**src/rtl/banco_registradores.sv**
```systemverilog
// Ten-entry register bank for the calculator: load/add/sub on one register,
// or a sequential clear of the whole bank, one command at a time.
module banco_registradores #(
    parameter int LARGURA  = 8,
    parameter int NUM_REGS = 10
) (
    input  logic               Clock,
    input  logic               Reset_n,
    input  logic               Escreve,
    input  logic [1:0]         Operacao,
    input  logic [3:0]         Endereco,
    input  logic [LARGURA-1:0] DadoEntrada,
    output logic               Ocupado,
    output logic               Pronto,
    output logic               Erro,
    output logic [LARGURA-1:0] Dado0,
    output logic [LARGURA-1:0] Dado1,
    output logic [LARGURA-1:0] Dado2,
    output logic [LARGURA-1:0] Dado3,
    output logic [LARGURA-1:0] Dado4,
    output logic [LARGURA-1:0] Dado5,
    output logic [LARGURA-1:0] Dado6,
    output logic [LARGURA-1:0] Dado7,
    output logic [LARGURA-1:0] Dado8,
    output logic [LARGURA-1:0] Dado9
);

    typedef enum logic [1:0] {
        OCIOSO,
        EXECUTA,
        LIMPA
    } estado_t;

    localparam logic [1:0] OP_CARREGA = 2'b00;
    localparam logic [1:0] OP_SOMA    = 2'b01;
    localparam logic [1:0] OP_SUBTRAI = 2'b10;
    localparam logic [1:0] OP_LIMPA   = 2'b11;
    localparam logic [3:0] ULTIMO_IDX = 4'(NUM_REGS - 1);

    estado_t            r_estado;
    logic [LARGURA-1:0] r_regs [NUM_REGS];
    logic [1:0]         r_op;
    logic [3:0]         r_end;
    logic [LARGURA-1:0] r_dado;
    logic [3:0]         r_idx;
    logic               r_ocupado;
    logic               r_pronto;
    logic               r_erro;

    logic [LARGURA-1:0] w_atual;
    logic [LARGURA:0]   w_soma;
    logic [LARGURA:0]   w_dif;
    logic               w_end_ok;

    // Current value of the addressed register; zero for out-of-range addresses.
    always_comb begin
        w_atual = '0;
        for (int i = 0; i < NUM_REGS; i++) begin
            if (r_end == 4'(i)) begin
                w_atual = r_regs[i];
            end
        end
    end

    assign w_soma   = {1'b0, w_atual} + {1'b0, r_dado};
    assign w_dif    = {1'b0, w_atual} - {1'b0, r_dado};
    assign w_end_ok = (r_end <= ULTIMO_IDX);

    always_ff @(posedge Clock) begin
        if (!Reset_n) begin
            r_estado  <= OCIOSO;
            r_op      <= OP_CARREGA;
            r_end     <= '0;
            r_dado    <= '0;
            r_idx     <= '0;
            r_ocupado <= 1'b0;
            r_pronto  <= 1'b0;
            r_erro    <= 1'b0;
            for (int i = 0; i < NUM_REGS; i++) begin
                r_regs[i] <= '0;
            end
        end else begin
            r_pronto <= 1'b0;
            case (r_estado)
                OCIOSO: begin
                    if (Escreve) begin
                        r_op      <= Operacao;
                        r_end     <= Endereco;
                        r_dado    <= DadoEntrada;
                        r_idx     <= '0;
                        r_erro    <= 1'b0;
                        r_ocupado <= 1'b1;
                        r_estado  <= (Operacao == OP_LIMPA) ? LIMPA : EXECUTA;
                    end
                end
                EXECUTA: begin
                    if (!w_end_ok) begin
                        r_erro <= 1'b1;
                    end else begin
                        for (int i = 0; i < NUM_REGS; i++) begin
                            if (r_end == 4'(i)) begin
                                case (r_op)
                                    OP_CARREGA: r_regs[i] <= r_dado;
                                    OP_SOMA:    r_regs[i] <= w_soma[LARGURA-1:0];
                                    OP_SUBTRAI: r_regs[i] <= w_dif[LARGURA-1:0];
                                    default:    r_regs[i] <= r_regs[i];
                                endcase
                            end
                        end
                        if (r_op == OP_SOMA) begin
                            r_erro <= w_soma[LARGURA];
                        end else if (r_op == OP_SUBTRAI) begin
                            r_erro <= (w_atual < r_dado);
                        end
                    end
                    r_pronto  <= 1'b1;
                    r_ocupado <= 1'b0;
                    r_estado  <= OCIOSO;
                end
                LIMPA: begin
                    // One register per cycle; untouched ones stay visible until their turn.
                    for (int i = 0; i < NUM_REGS; i++) begin
                        if (r_idx == 4'(i)) begin
                            r_regs[i] <= '0;
                        end
                    end
                    if (r_idx == ULTIMO_IDX) begin
                        r_pronto  <= 1'b1;
                        r_ocupado <= 1'b0;
                        r_estado  <= OCIOSO;
                    end else begin
                        r_idx <= r_idx + 4'd1;
                    end
                end
                default: begin
                    r_ocupado <= 1'b0;
                    r_estado  <= OCIOSO;
                end
            endcase
        end
    end

    assign Ocupado = r_ocupado;
    assign Pronto  = r_pronto;
    assign Erro    = r_erro;
    assign Dado0   = r_regs[0];
    assign Dado1   = r_regs[1];
    assign Dado2   = r_regs[2];
    assign Dado3   = r_regs[3];
    assign Dado4   = r_regs[4];
    assign Dado5   = r_regs[5];
    assign Dado6   = r_regs[6];
    assign Dado7   = r_regs[7];
    assign Dado8   = r_regs[8];
    assign Dado9   = r_regs[9];

endmodule

```
**config.mk**
```make
export PLATFORM = sky130hd
export DESIGN_NAME = banco_registradores
export DESIGN_NICKNAME = d
export VERILOG_FILES = /design/src/rtl/banco_registradores.sv
export SDC_FILE = /design/constraint.sdc
export NUM_CORES = 1
export LEC_CHECK = 0
export CORE_MARGIN = 5
export CORE_UTILIZATION = 50
export CTS_BUF_LIST = sky130_fd_sc_hd__clkbuf_16
export DETAILED_ROUTE_END_ITERATION = 8
export HOLD_SLACK_MARGIN = 0.03
export PLACE_DENSITY = 0.83
export SLEW_MARGIN = 25
export SYNTH_ARGS = -nofsm -noshare
export SYNTH_HDL_FRONTEND = slang
export SYNTH_SLANG_ARGS = --single-unit
```
**constraint.sdc**
```tcl
create_clock -name Clock -period 5.16 [get_ports Clock]
set_input_delay 1.032 -clock Clock [delete_from_list [all_inputs] [get_ports Clock]]
set_output_delay 1.032 -clock Clock [all_outputs]
set_load 0.02 [all_outputs]
```
Yosys cells after proc, flatten, opt, wreduce, memory -nomap -nowiden
Memory sizes are Yosys's and may differ from the RTL's. Cells that the tools add are included.

$add $sub $neg: 3. Order comparisons: 2. Eq/ne operators: 27. Multiplexer cells: 321. Bitwise logic cells: 50. Reductions and logical operators: 11.

Operator list (count): two-way mux 8 bit (60); two-way mux 1 bit (251); OR 1 bit (50); equality test 4 x 3 -> 1 bit, second input constant (8); equality test 4 x 2 -> 1 bit, second input constant (4); equality test 4 bit, second input constant (4); adder 8 x 8 -> 9 bit (1); equality test 4 x 1 -> 1 bit, second input constant (2); zero test 4 bit (2); less-than comparator 8 bit (1); two-way mux 4 bit (2); one-hot mux 4 bit (2 select lines) (1); subtractor 8 bit (1); equality test 2 bit, second input constant (3); two-way mux 2 bit (3); inequality test 2 bit, second input constant (3); one-hot mux 1 bit (2 select lines) (3); AND reduction 3 bit (2); adder 4 x 1 -> 4 bit, second input constant (1); equality test 2 x 1 -> 1 bit, second input constant (2); less-or-equal comparator 4 bit, second input constant (1); zero test 2 bit (2); inequality test 4 bit, second input constant (1); one-hot mux 2 bit (2 select lines) (1); 3 further kinds (5).

Register bits after elaboration: 23. Memory bits (writable): 80. Bits of input ports: 17. Word-level logic and storage cells: 423. Memories kept: 1.

Memories: r_regs (depth 10, width 8, rd ports 10, clocked after Yosys merged registers in 0, write ports 10, line 41) `logic [LARGURA-1:0] r_regs [NUM_REGS];`.

Longest topological paths before layout
Word-level depth: 16. Gate-level depth with buffers: 18.

Worst setup path before layout
Ideal clock, no wire load.

Kind: register to register. Start point: register r_end[2]. End point: memory r_regs[3][7] (data pin). Arrival time: 3.419 ns. Required time: 4.891 ns. Setup slack: 1.472 ns. Cell stages (with the launch flop): 17. Buffers on the path: 4. Cell sequence: dfxtp_1 > buf_2 > buf_2 > nor4b_1 > buf_4 > a22oi_1 > o211ai_1 > o21ai_0 > a31oi_1 > ha_1 > nand2b_1 > a211oi_1 > nor4b_1 > or3_1 > clkbuf_1 > a32oi_1 > a21oi_1.

RTL lines: start, declared (line 43) `logic [3:0] r_end;`; start signal, assigned (line 88) `r_end <= Endereco;`; end, declared (line 41).

==> impl_metrics.py <==
metrics = {
    "outcome": {
        "status": "finished with violations",
        "violations": "design-rule violations",
    },
    "finish": {
        "nets": 939,
        "area_growth_pct": 20.7,
        "final_core_util_pct": 61.3,
        "num-fill-cells": 1227,
        "multiInputGateArea_mm2": 0.00412,
        "fin_cells": 1087,
        "final_layout_size_suffix_gt1_share_pct": 9.63,
        "ff_latch_area_mm2": 0.00286,
        "diodes": 0,
    },
    "yosys": {
        "synth.most_common_cell": "nand2_1",
        "ys.warnings.count": 0,
        "synthesis.area_mm2": 0.00732,
        "netlist_instances": 814,
        "yosysUniqueCellTypes": 89,
        "syn_avg_cell_area_um2": 9.00,
        "synth-edff-count": 80,
        "ys_seq_area_share_pct": 39.1,
        "yosysTopAreaCellShare_pct": 32.8,
        "syn-num-nets": 855,
        "yosys.area.top_type": "edfxtp_1",
        "synth_area_leaders": "edfxtp_1 33%, dfxtp_1 6.3%, nand2_1 5.7%",
        "synthArstFlopShare_pct": 0,
        "ys.flop_type": "edfxtp_1",
        "ys_ff_latch": 103,
        "ys_top_cells_by_count": "111 x nand2_1, 95 x nor2_1, 80 x edfxtp_1",
    },
    "drt": {
        "drc": 9,
        "drt_iter0_markers": 1727,
        "drt_wl_total_um": 28700,
        "avgViaCountPerCell": 7.06,
        "ant_nets": 0,
        "drtPass1Iterations": 9,
        "num_vias": 7669,
        "routedWlPerCell_um": 26.4,
    },
    "timing": {
        "min_period_ps": 4660,
        "grt_setup_unrepaired": "no",
        "setup_tns_ps": 0,
        "period_share_pct": 90.3,
        "slew_violations": 0,
        "skew_ps": 7.23,
        "tightestPinTransition_ps": 933,
        "finalHoldViolCount": 0,
        "fmax_mhz": 215,
        "worst_slack_ps": 503,
        "setup-violations-final": 0,
        "slew_headroom_pct": 37.5,
    },
    "setup_path": {
        "required_ps": 5340,
        "startpoint_type": "register",
        "crit_type": "reg -> reg",
        "critPathArrivalTime_ps": 4840,
        "crit_fanout": 17,
        "endpoint_kind": "register",
    },
    "grt": {
        "overflow": 0,
        "grt_first_pass_wirelength_um": 42200,
        "grt_max_degree": 40,
        "first_global_vias": 6869,
        "antenna_found_initial": 0,
        "track_usage_pct": 33.3,
    },
    "flow_run": {
        "drv_cap": 0,
    },
    "clock_network": {
        "cts-root-buf": "clkbuf_16",
        "cts_resized": 0,
        "clkTransAtPathRegs_ps": 70,
        "clock_sinks": 103,
        "hold_buffers": 0,
        "cts_buffers": 9,
        "post-cts-setup-buffers": 0,
        "htree_levels": 3,
        "cts.path.max_buffers": 2,
        "tritoncts": "built",
        "insertion_delay_ps": 370,
    },
    "place": {
        "portBuffers": 99,
        "dp_slack_ps": 720,
        "place_inst": 1071,
        "place.gp.congestion": 1.07,
        "hpwl_um": 20700,
    },
    "die": {
        "row_count": 44,
        "die_x_um": 131,
        "die_h_um": 131,
        "core_area_mm2": 0.0144,
        "initial_core_util_pct": 50.8,
        "dieArea_mm2": 0.0172,
        "pin_count": 100,
    },
    "power_and_ir_drop": {
        "leakage_nw": 2.94,
        "p_per_area_mw_per_mm2": 295,
        "max-vdd-ir-drop_mv": 0.166,
        "power_mw": 2.60,
    },
    "hold_path": {
        "hp-class": "reg -> reg",
    },
}
==> logic make-up after synthesis <==
| family | synth area share, % |
|---|---|
| AOI/OAI and AO/OA | 24.2 |
| and+or+nand+nor | 22.6 |
| adders and majority gates | 4.31 |
| muxes | 3.79 |
| DFF | 39.1 |
| buffers and inverters | 4.82 |
| xor gates and xnor gates | 1.20 |
==> critical path, cell delays in order, from the launching register on <==
cell and delay [ps]:
dfxtp_1 810, buf_4 300, nor2_1 70, and2_1 300, a21oi_1 400, nand4_1 310, ha_1 560, nand2_1 170
nor3_1 390, nor4_1 170, a211oi_4 540, nand2_4 150, a311oi_1 290
==> final cells by class <==
class	count	area share [%]
Inverter	19	0.807
Sequential cell	103	32.4
Timing Repair Buffer	133	14.1
Tap cell	184	2.61
Clock inverter	7	0.892
Clock buffer	9	2.55
Multi-Input combinational cell	632	46.6
==> flip-flops by register name, indices dropped and copies added, names as in the netlist <==
signal / count
Ocupado: 1
Pronto: 1
r_regs: 80
r_op: 2
r_idx: 4
r_dado: 8
r_end: 4
r_estado: 2
Erro: 1
==> cell usage in the layout (no fill, tap or decap), types with 7 or more instances in the layout <==
cell / synthesis / layout
a2bb2oi_1: 12 / 12
a22oi_1: 25 / 25
o211ai_1: 8 / 8
mux2i_1: 8 / 8
clkdlybuf4s50_1: 0 / 99
ha_1: 22 / 22
nor2b_1: 13 / 13
a21boi_0: 14 / 14
a21oi_1: 51 / 51
nand3_1: 38 / 38
dfxtp_1: 23 / 23
nor3_1: 12 / 12
inv_1: 17 / 17
buf_4: 3 / 34
clkbuf_16: 0 / 9
a32oi_1: 8 / 8
nor2_1: 95 / 95
edfxtp_1: 80 / 80
nand2_1: 111 / 111
nand2b_1: 11 / 11
o22ai_1: 7 / 7
nand4_1: 7 / 7
a31oi_1: 8 / 8
and3_1: 13 / 13
o21ai_0: 23 / 23
mux2_2: 9 / 9
a222oi_1: 23 / 23
==> worst paths after layout <==
kind | start | to | slack (ps) | cells past startpoint
setup / recovery | r_end[2] | r_regs[9][7] | 500 | 12
hold / removal | Ocupado | Ocupado | 540 | 2
setup reg to reg | r_end[2] | r_regs[9][7] | 500 | 12
hold reg to reg | Ocupado | Ocupado | 540 | 2
==> per-stage QoR <==
step                hold slack (ps)  cell area, um^2
floorplan                       502             7320
global placement                521             8530
detailed placement              517             8530
CTS                             530             8840
global route                    547             8840
finish                          541             8840
==> power by group <==
group / internal [mW] / total [mW] / leakage (nW) / switching [mW]
Sequential: 0.927 / 0.989 / 1.02 / 0.0612
Combinational: 0.299 / 0.894 / 1.78 / 0.595
Clock: 0.382 / 0.720 / 0.146 / 0.339
==> metal layers <==
layer  up-vias  part of all wire, %  GRT usage (%)
met4         0                  6.2           16.6
met5         -                    0              0
li1       3268                    -              -
met1      3589                   37           46.1
met3       141                   14           7.03
met2       671                   43           49.5
No activity file was read; power rests on OpenSTA's default activity.
